[src/rtl/md_issue_ctrl_pkg.sv]
// Shared definitions for the mul/div issue controller: FSM state encoding,
// writeback exception codes and the operation type held while an op is in flight.
package md_issue_ctrl_pkg;

  localparam logic [2:0] IDLE  = 3'd0;
  localparam logic [2:0] START = 3'd1;
  localparam logic [2:0] BUSY  = 3'd2;
  localparam logic [2:0] DONE  = 3'd3;
  localparam logic [2:0] DRAIN = 3'd4;

  localparam logic [2:0] EXC_NONE = 3'd0;
  localparam logic [2:0] EXC_MUL  = 3'd4;
  localparam logic [2:0] EXC_DIV  = 3'd5;

  typedef enum logic {
    OP_MUL = 1'b0,
    OP_DIV = 1'b1
  } md_op_e;

  function automatic logic [2:0] md_exc_code(input md_op_e op, input logic exc);
    logic [2:0] code;
    if (!exc) begin
      code = EXC_NONE;
    end else if (op == OP_MUL) begin
      code = EXC_MUL;
    end else begin
      code = EXC_DIV;
    end
    return code;
  endfunction

endpackage

[src/rtl/md_issue_ctrl_hazard_cmp.sv]
// md_hazard_cmp: RAW compare of an issuing instruction's registers against the
// destination held by the in-flight mul/div op. Register 0 never hazards.
module md_hazard_cmp #(
  parameter int REG_W = 5
) (
  input  logic             en_i,
  input  logic [REG_W-1:0] held_rd_i,
  input  logic [REG_W-1:0] src_a_i,
  input  logic [REG_W-1:0] src_b_i,
  input  logic [REG_W-1:0] dst_i,
  output logic             raw_o
);

  logic match_s;

  assign match_s = (src_a_i == held_rd_i) | (src_b_i == held_rd_i) | (dst_i == held_rd_i);
  assign raw_o   = en_i & (held_rd_i != {REG_W{1'b0}}) & match_s;

endmodule

[src/rtl/md_issue_ctrl.sv]
// md_issue_ctrl: issue/sequencing FSM for the multi-cycle mult/div unit.
// Optional watchdog enabled by defining MD_TIMEOUT_EN.
module md_issue_ctrl
  import md_issue_ctrl_pkg::*;
#(
  parameter int REG_W          = 5,
  parameter int TIMEOUT_CYCLES = 40
) (
  input  logic             clock,
  input  logic             reset,
  input  logic             issue_valid,
  input  logic             issue_is_mul,
  input  logic             issue_is_div,
  input  logic [REG_W-1:0] issue_rd,
  input  logic [REG_W-1:0] issue_rs,
  input  logic [REG_W-1:0] issue_rt,
  input  logic             kill,
  input  logic             md_ready,
  input  logic             md_exception,
  input  logic             wb_ready,
  output logic             md_start_mul,
  output logic             md_start_div,
  output logic             stall,
  output logic             busy,
  output logic             wb_valid,
  output logic [REG_W-1:0] wb_rd,
  output logic [2:0]       wb_exc_code,
  output logic             md_timeout
);

  logic [2:0]       state_q, state_d;
  logic [REG_W-1:0] rd_q, rd_d;
  md_op_e           op_q, op_d;
  logic [2:0]       exc_q, exc_d;

  logic is_md_s;
  logic accept_s;
  logic timeout_hit_s;
  logic raw_en_s;
  logic raw_hit_s;
  logic structural_s;

  assign is_md_s  = issue_valid & (issue_is_mul | issue_is_div);
  assign accept_s = is_md_s & ~kill;

`ifdef MD_TIMEOUT_EN
  logic [7:0] cnt_q, cnt_d;
  logic       waiting_s;

  assign waiting_s     = (state_q == BUSY) | (state_q == DRAIN);
  assign timeout_hit_s = waiting_s & ~md_ready & (cnt_q == 8'(TIMEOUT_CYCLES - 1));

  // Wait counter restarts on every change of state, so entering BUSY or DRAIN sees zero.
  always_comb begin
    cnt_d = cnt_q;
    if (state_d != state_q) begin
      cnt_d = 8'd0;
    end else if (waiting_s) begin
      cnt_d = cnt_q + 8'd1;
    end else begin
      cnt_d = cnt_q;
    end
  end

  // Watchdog counter register.
  always_ff @(posedge clock) begin
    if (!reset) begin
      cnt_q <= 8'd0;
    end else begin
      cnt_q <= cnt_d;
    end
  end
`else
  logic [7:0] unused_timeout_cfg_s;

  assign unused_timeout_cfg_s = 8'(TIMEOUT_CYCLES);
  assign timeout_hit_s        = 1'b0;
`endif

  // Next-state and held-operand logic.
  always_comb begin
    state_d = state_q;
    rd_d    = rd_q;
    op_d    = op_q;
    exc_d   = exc_q;
    case (state_q)
      IDLE: begin
        if (accept_s) begin
          state_d = START;
          rd_d    = issue_rd;
          op_d    = issue_is_mul ? OP_MUL : OP_DIV;
          exc_d   = EXC_NONE;
        end else begin
          state_d = IDLE;
        end
      end
      START: begin
        if (kill) begin
          state_d = DRAIN;
        end else begin
          state_d = BUSY;
        end
      end
      BUSY: begin
        // A kill coinciding with the result drops it at once; no second md_ready will come.
        if (timeout_hit_s) begin
          state_d = IDLE;
        end else if (md_ready) begin
          if (kill) begin
            state_d = IDLE;
          end else begin
            state_d = DONE;
            exc_d   = md_exc_code(op_q, md_exception);
          end
        end else if (kill) begin
          state_d = DRAIN;
        end else begin
          state_d = BUSY;
        end
      end
      DONE: begin
        if (wb_ready) begin
          state_d = IDLE;
        end else begin
          state_d = DONE;
        end
      end
      DRAIN: begin
        if (timeout_hit_s || md_ready) begin
          state_d = IDLE;
        end else begin
          state_d = DRAIN;
        end
      end
      default: begin
        state_d = IDLE;
      end
    endcase
  end

  // State and held-operand registers.
  always_ff @(posedge clock) begin
    if (!reset) begin
      state_q <= IDLE;
      rd_q    <= {REG_W{1'b0}};
      op_q    <= OP_MUL;
      exc_q   <= EXC_NONE;
    end else begin
      state_q <= state_d;
      rd_q    <= rd_d;
      op_q    <= op_d;
      exc_q   <= exc_d;
    end
  end

  assign raw_en_s = issue_valid & ((state_q == START) | (state_q == BUSY) | (state_q == DONE));

  md_hazard_cmp #(
    .REG_W(REG_W)
  ) u_hazard_cmp (
    .en_i     (raw_en_s),
    .held_rd_i(rd_q),
    .src_a_i  (issue_rs),
    .src_b_i  (issue_rt),
    .dst_i    (issue_rd),
    .raw_o    (raw_hit_s)
  );

  assign structural_s = is_md_s & (state_q != IDLE);
  assign stall        = reset & (structural_s | raw_hit_s);

  assign md_start_mul = (state_q == START) & (op_q == OP_MUL);
  assign md_start_div = (state_q == START) & (op_q == OP_DIV);
  assign busy         = (state_q != IDLE);
  assign wb_valid     = (state_q == DONE);
  assign wb_rd        = rd_q;
  assign wb_exc_code  = exc_q;
  assign md_timeout   = timeout_hit_s;

endmodule

[config.mk]
export PLATFORM = sky130hd
export DESIGN_NAME = md_issue_ctrl
export DESIGN_NICKNAME = d
export VERILOG_FILES = /design/src/rtl/md_issue_ctrl_pkg.sv /design/src/rtl/md_issue_ctrl_hazard_cmp.sv /design/src/rtl/md_issue_ctrl.sv
export SDC_FILE = /design/constraint.sdc
export NUM_CORES = 1
export LEC_CHECK = 0
export CAP_MARGIN = 30
export CORE_UTILIZATION = 42
export CTS_CLUSTER_SIZE = 10
export DETAILED_ROUTE_END_ITERATION = 8
export GPL_TIMING_DRIVEN = 0
export PLACE_DENSITY = 0.83
export SLEW_MARGIN = 15
export SYNTH_ARGS = -nofsm -noshare
export SYNTH_HDL_FRONTEND = slang
export SYNTH_SLANG_ARGS = --single-unit
[constraint.sdc]
create_clock -name clock -period 3.3 [get_ports clock]
set_clock_uncertainty 0.1 [all_clocks]
set_input_delay 0.66 -clock clock [delete_from_list [all_inputs] [get_ports clock]]
set_output_delay 0.66 -clock clock [all_outputs]
set_load 0.1 [all_outputs]
==> impl_metrics.xml <==
<?xml version="1.0" encoding="UTF-8"?>
<metrics>
  <group name="worst_setup_path">
    <metric name="critPathArrivalTime" unit="ps">2440</metric>
    <metric name="worst_setup_path_start_kind" unit="">input pin</metric>
    <metric name="path_class" unit="">input pin to primary output</metric>
    <metric name="worst_r2r_startpoint" unit="">state_q[2]</metric>
    <metric name="worstReg2RegEnd" unit="">wb_rd[4]</metric>
    <metric name="ff2ff_path_depth" unit="">5</metric>
    <metric name="critPathCaptureType" unit="">primary output</metric>
    <metric name="worstSetupStartpoint" unit="">issue_rd[3]</metric>
    <metric name="required" unit="ps">2540</metric>
    <metric name="regToRegSetupSlack" unit="ps">1720</metric>
    <metric name="worst-path-max-fanout" unit="">2</metric>
  </group>
  <group name="yosys">
    <metric name="asyncSetResetFlopFracSynth" unit="">0</metric>
    <metric name="synth-edff-count" unit="">0</metric>
    <metric name="synth_commonest_cells" unit="">sky130_fd_sc_hd__dfxtp_1, sky130_fd_sc_hd__xnor2_1, sky130_fd_sc_hd__nor2b_1</metric>
    <metric name="yosysSeqAreaShare" unit="">0.290</metric>
    <metric name="post_synth.cell_area_avg" unit="um^2">8.63</metric>
    <metric name="synthCells" unit="">88</metric>
    <metric name="yosysTopAreaCellShare" unit="">0.290</metric>
    <metric name="ys_top_cells_by_area" unit="">sky130_fd_sc_hd__dfxtp_1, sky130_fd_sc_hd__xnor2_1, sky130_fd_sc_hd__xor2_1</metric>
    <metric name="synth_flop_cell" unit="">sky130_fd_sc_hd__dfxtp_1</metric>
    <metric name="ys.warnings.count" unit="">0</metric>
    <metric name="post_synth_instance_area" unit="um^2">759</metric>
    <metric name="post_synthesis_sequential_element_count" unit="">11</metric>
    <metric name="synthDistinctLibCells" unit="">36</metric>
    <metric name="synthDominantAreaCellType" unit="">sky130_fd_sc_hd__dfxtp_1</metric>
    <metric name="most_common_cell_in_the_synthesized_netlist" unit="">sky130_fd_sc_hd__dfxtp_1</metric>
  </group>
  <group name="timing">
    <metric name="period_needed" unit="ps">3200</metric>
    <metric name="hold_violations" unit="">0</metric>
    <metric name="timing.final.ws_setup" unit="ps">103</metric>
    <metric name="rsz_0062_raised_after_global_routing" unit="">no</metric>
    <metric name="tightestPinTransition" unit="ps">983</metric>
    <metric name="finalSetupViolations" unit="">0</metric>
    <metric name="slew-limit-headroom" unit="">0.344</metric>
    <metric name="fmax" unit="MHz">313</metric>
    <metric name="setup_tns" unit="ps">0</metric>
    <metric name="timing_max_transition_violations_final" unit="">0</metric>
    <metric name="fin_crit_share" unit="">0.969</metric>
    <metric name="whs" unit="ps">398</metric>
  </group>
  <group name="clock_network">
    <metric name="cts_setup_buffers" unit="">0</metric>
    <metric name="cts_repair_resize_count" unit="">3</metric>
    <metric name="clkSlewWorstSetupHoldPaths" unit="ps">70</metric>
    <metric name="cts_made_buffers" unit="">3</metric>
    <metric name="tritoncts" unit="">done</metric>
    <metric name="clk_latency" unit="ps">270</metric>
    <metric name="cts_hold_repair.buffers" unit="">0</metric>
    <metric name="ctsHtreeMaxLevel" unit="">1</metric>
    <metric name="clock_tree.buffer_depth" unit="">2</metric>
    <metric name="clock_tree.root_cell" unit="">sky130_fd_sc_hd__clkbuf_4</metric>
    <metric name="clkSinkCount" unit="">11</metric>
  </group>
  <group name="route">
    <metric name="wl_per_cell" unit="um">12.3</metric>
    <metric name="postRouteAntennaNets" unit="">0</metric>
    <metric name="postRouteWirelength" unit="mm">1.89</metric>
    <metric name="via_per_inst" unit="">4.80</metric>
    <metric name="drt-initial-drc-count" unit="">14</metric>
    <metric name="dr.pass1.iters" unit="">4</metric>
    <metric name="dr_total_vias" unit="">735</metric>
    <metric name="drc" unit="">0</metric>
  </group>
  <group name="grt">
    <metric name="grt_max_degree" unit="">11</metric>
    <metric name="gr-usage-all-layers" unit="">0.208</metric>
    <metric name="grt_antenna_before_repair" unit="">0</metric>
    <metric name="grt_first_pass_wirelength" unit="mm">2.94</metric>
    <metric name="first_global_vias" unit="">673</metric>
    <metric name="gr-total-overflow" unit="">0</metric>
  </group>
  <group name="placed_design">
    <metric name="gp_congestion" unit="">0.780</metric>
    <metric name="place_hpwl" unit="mm">1.51</metric>
    <metric name="preCtsSetupSlack" unit="ps">-474</metric>
    <metric name="port-buffer-count" unit="">35</metric>
  </group>
  <group name="layout">
    <metric name="post_route_cells_drive_above_1_share" unit="">0.102</metric>
    <metric name="fin_nets" unit="">153</metric>
    <metric name="diodes" unit="">0</metric>
    <metric name="n_fill_cell" unit="">132</metric>
    <metric name="finish.utilization" unit="">0.696</metric>
    <metric name="multi_input_comb_area" unit="um^2">517</metric>
    <metric name="syn_to_final_growth" unit="%">56.5</metric>
    <metric name="ff_latch_area" unit="um^2">220</metric>
  </group>
  <group name="outcome">
    <metric name="outcome" unit="">completed</metric>
  </group>
  <group name="power">
    <metric name="power.density" unit="mW/mm^2">312</metric>
    <metric name="total_leakage_power" unit="nW">0.466</metric>
    <metric name="max-vdd-ir-drop" unit="V">0.000268</metric>
  </group>
  <group name="floorplan">
    <metric name="area_of_the_die" unit="mm^2">0.00198</metric>
    <metric name="die_w" unit="um">44.5</metric>
    <metric name="floorplan.rows" unit="">15</metric>
    <metric name="die_height" unit="um">44.5</metric>
    <metric name="core_footprint" unit="mm^2">0.00171</metric>
    <metric name="start_util" unit="">0.445</metric>
    <metric name="top_level_ports" unit="">38</metric>
  </group>
  <group name="run">
    <metric name="max_cap_violations" unit="">0</metric>
  </group>
  <group name="hold_path">
    <metric name="whs_endpoint" unit="">wb_exc_code[2]</metric>
    <metric name="timing.hold.worst.class" unit="">register to register</metric>
    <metric name="hold_path_startpoint" unit="">wb_exc_code[2]</metric>
    <metric name="worstHoldPathCells" unit="">2</metric>
  </group>
</metrics>
## cell usage in the layout, fill, tap and decap left out, drive strengths merged, types with 2 or more instances in the layout
cell type	n
nor3	4
a21oi	3
buf	3
and3	2
xnor2	9
o21ai	3
a21boi	2
dfxtp	11
conb	2
nor2b	7
nor2	3
xor2	6
clkbuf	6
nand3	6
nand3b	2
mux2i	5
nand2	3
clkdlybuf4s50	33
inv	2
## state kept, by name, indices dropped and copies added (netlist names)
| signal | cells |
|---|---|
| wb_rd | 5 |
| state_q | 3 |
| wb_exc_code | 2 |
| op_q | 1 |
## cell type report
class                      count  area share
timing repair buffer          35       0.298
inverter                       2     0.00632
sequential                    11       0.185
tap                           25      0.0263
clock inverter                 1     0.00421
clock buffer                   3      0.0189
multi-input combinational     70       0.435
buffer                         6      0.0263
## worst max path at each step
stage / slack [ps] / end / cells past startpoint
after floorplan: 50 / md_start_div / 2
after global placement: -430 / stall / 6
after detailed placement: -470 / stall / 6
after CTS: 30 / md_start_div / 3
after global routing: 20 / stall / 5
final: 100 / stall / 6
## power breakdown
| part | switching [mW] | internal [mW] | total (mW) |
|---|---|---|---|
| clock network | 0.0471 | 0.0449 | 0.0920 |
| registers | 0.00744 | 0.137 | 0.145 |
| logic | 0.0764 | 0.0575 | 0.134 |
| total | 0.131 | 0.240 | 0.371 |
## logic make-up after synthesis
kind of cell              share of synthesized area
AOI/OAI and AO/OA                             0.124
and+or+nand+nor                               0.292
DFF                                           0.290
muxes                                        0.0659
xor gates and xnor gates                      0.173
other                                       0.00494
buffers and inverters                        0.0510
## per-layer routing
layer | global-route usage | wire, um | vias up
met3 | 0.0612 | 49 | 4
met1 | 0.247 | 836 | 331
met4 | 0.0727 | 27 | 0
met2 | 0.353 | 975 | 9
met5 | 0 | 0 | -
li1 | - | - | 391
## worst max-delay path, cell delays in order
cell and delay [ps]:
sky130_fd_sc_hd__clkdlybuf4s50_1 510, sky130_fd_sc_hd__xnor2_1 130, sky130_fd_sc_hd__nand3_1 110, sky130_fd_sc_hd__o32ai_1 300, sky130_fd_sc_hd__o311a_1 170, sky130_fd_sc_hd__clkdlybuf4s15_2 550
## stage by stage
stage                     power [mW]  instances  instance area [um^2]
final                          0.371        153                  1190
after global routing           0.393        153                  1190
after global placement         0.280        149                  1160
after CTS                      0.374        153                  1190
after floorplan                0.234         89                   776
after detailed placement       0.282        149                  1160
(Power assumes the default switching activity.)
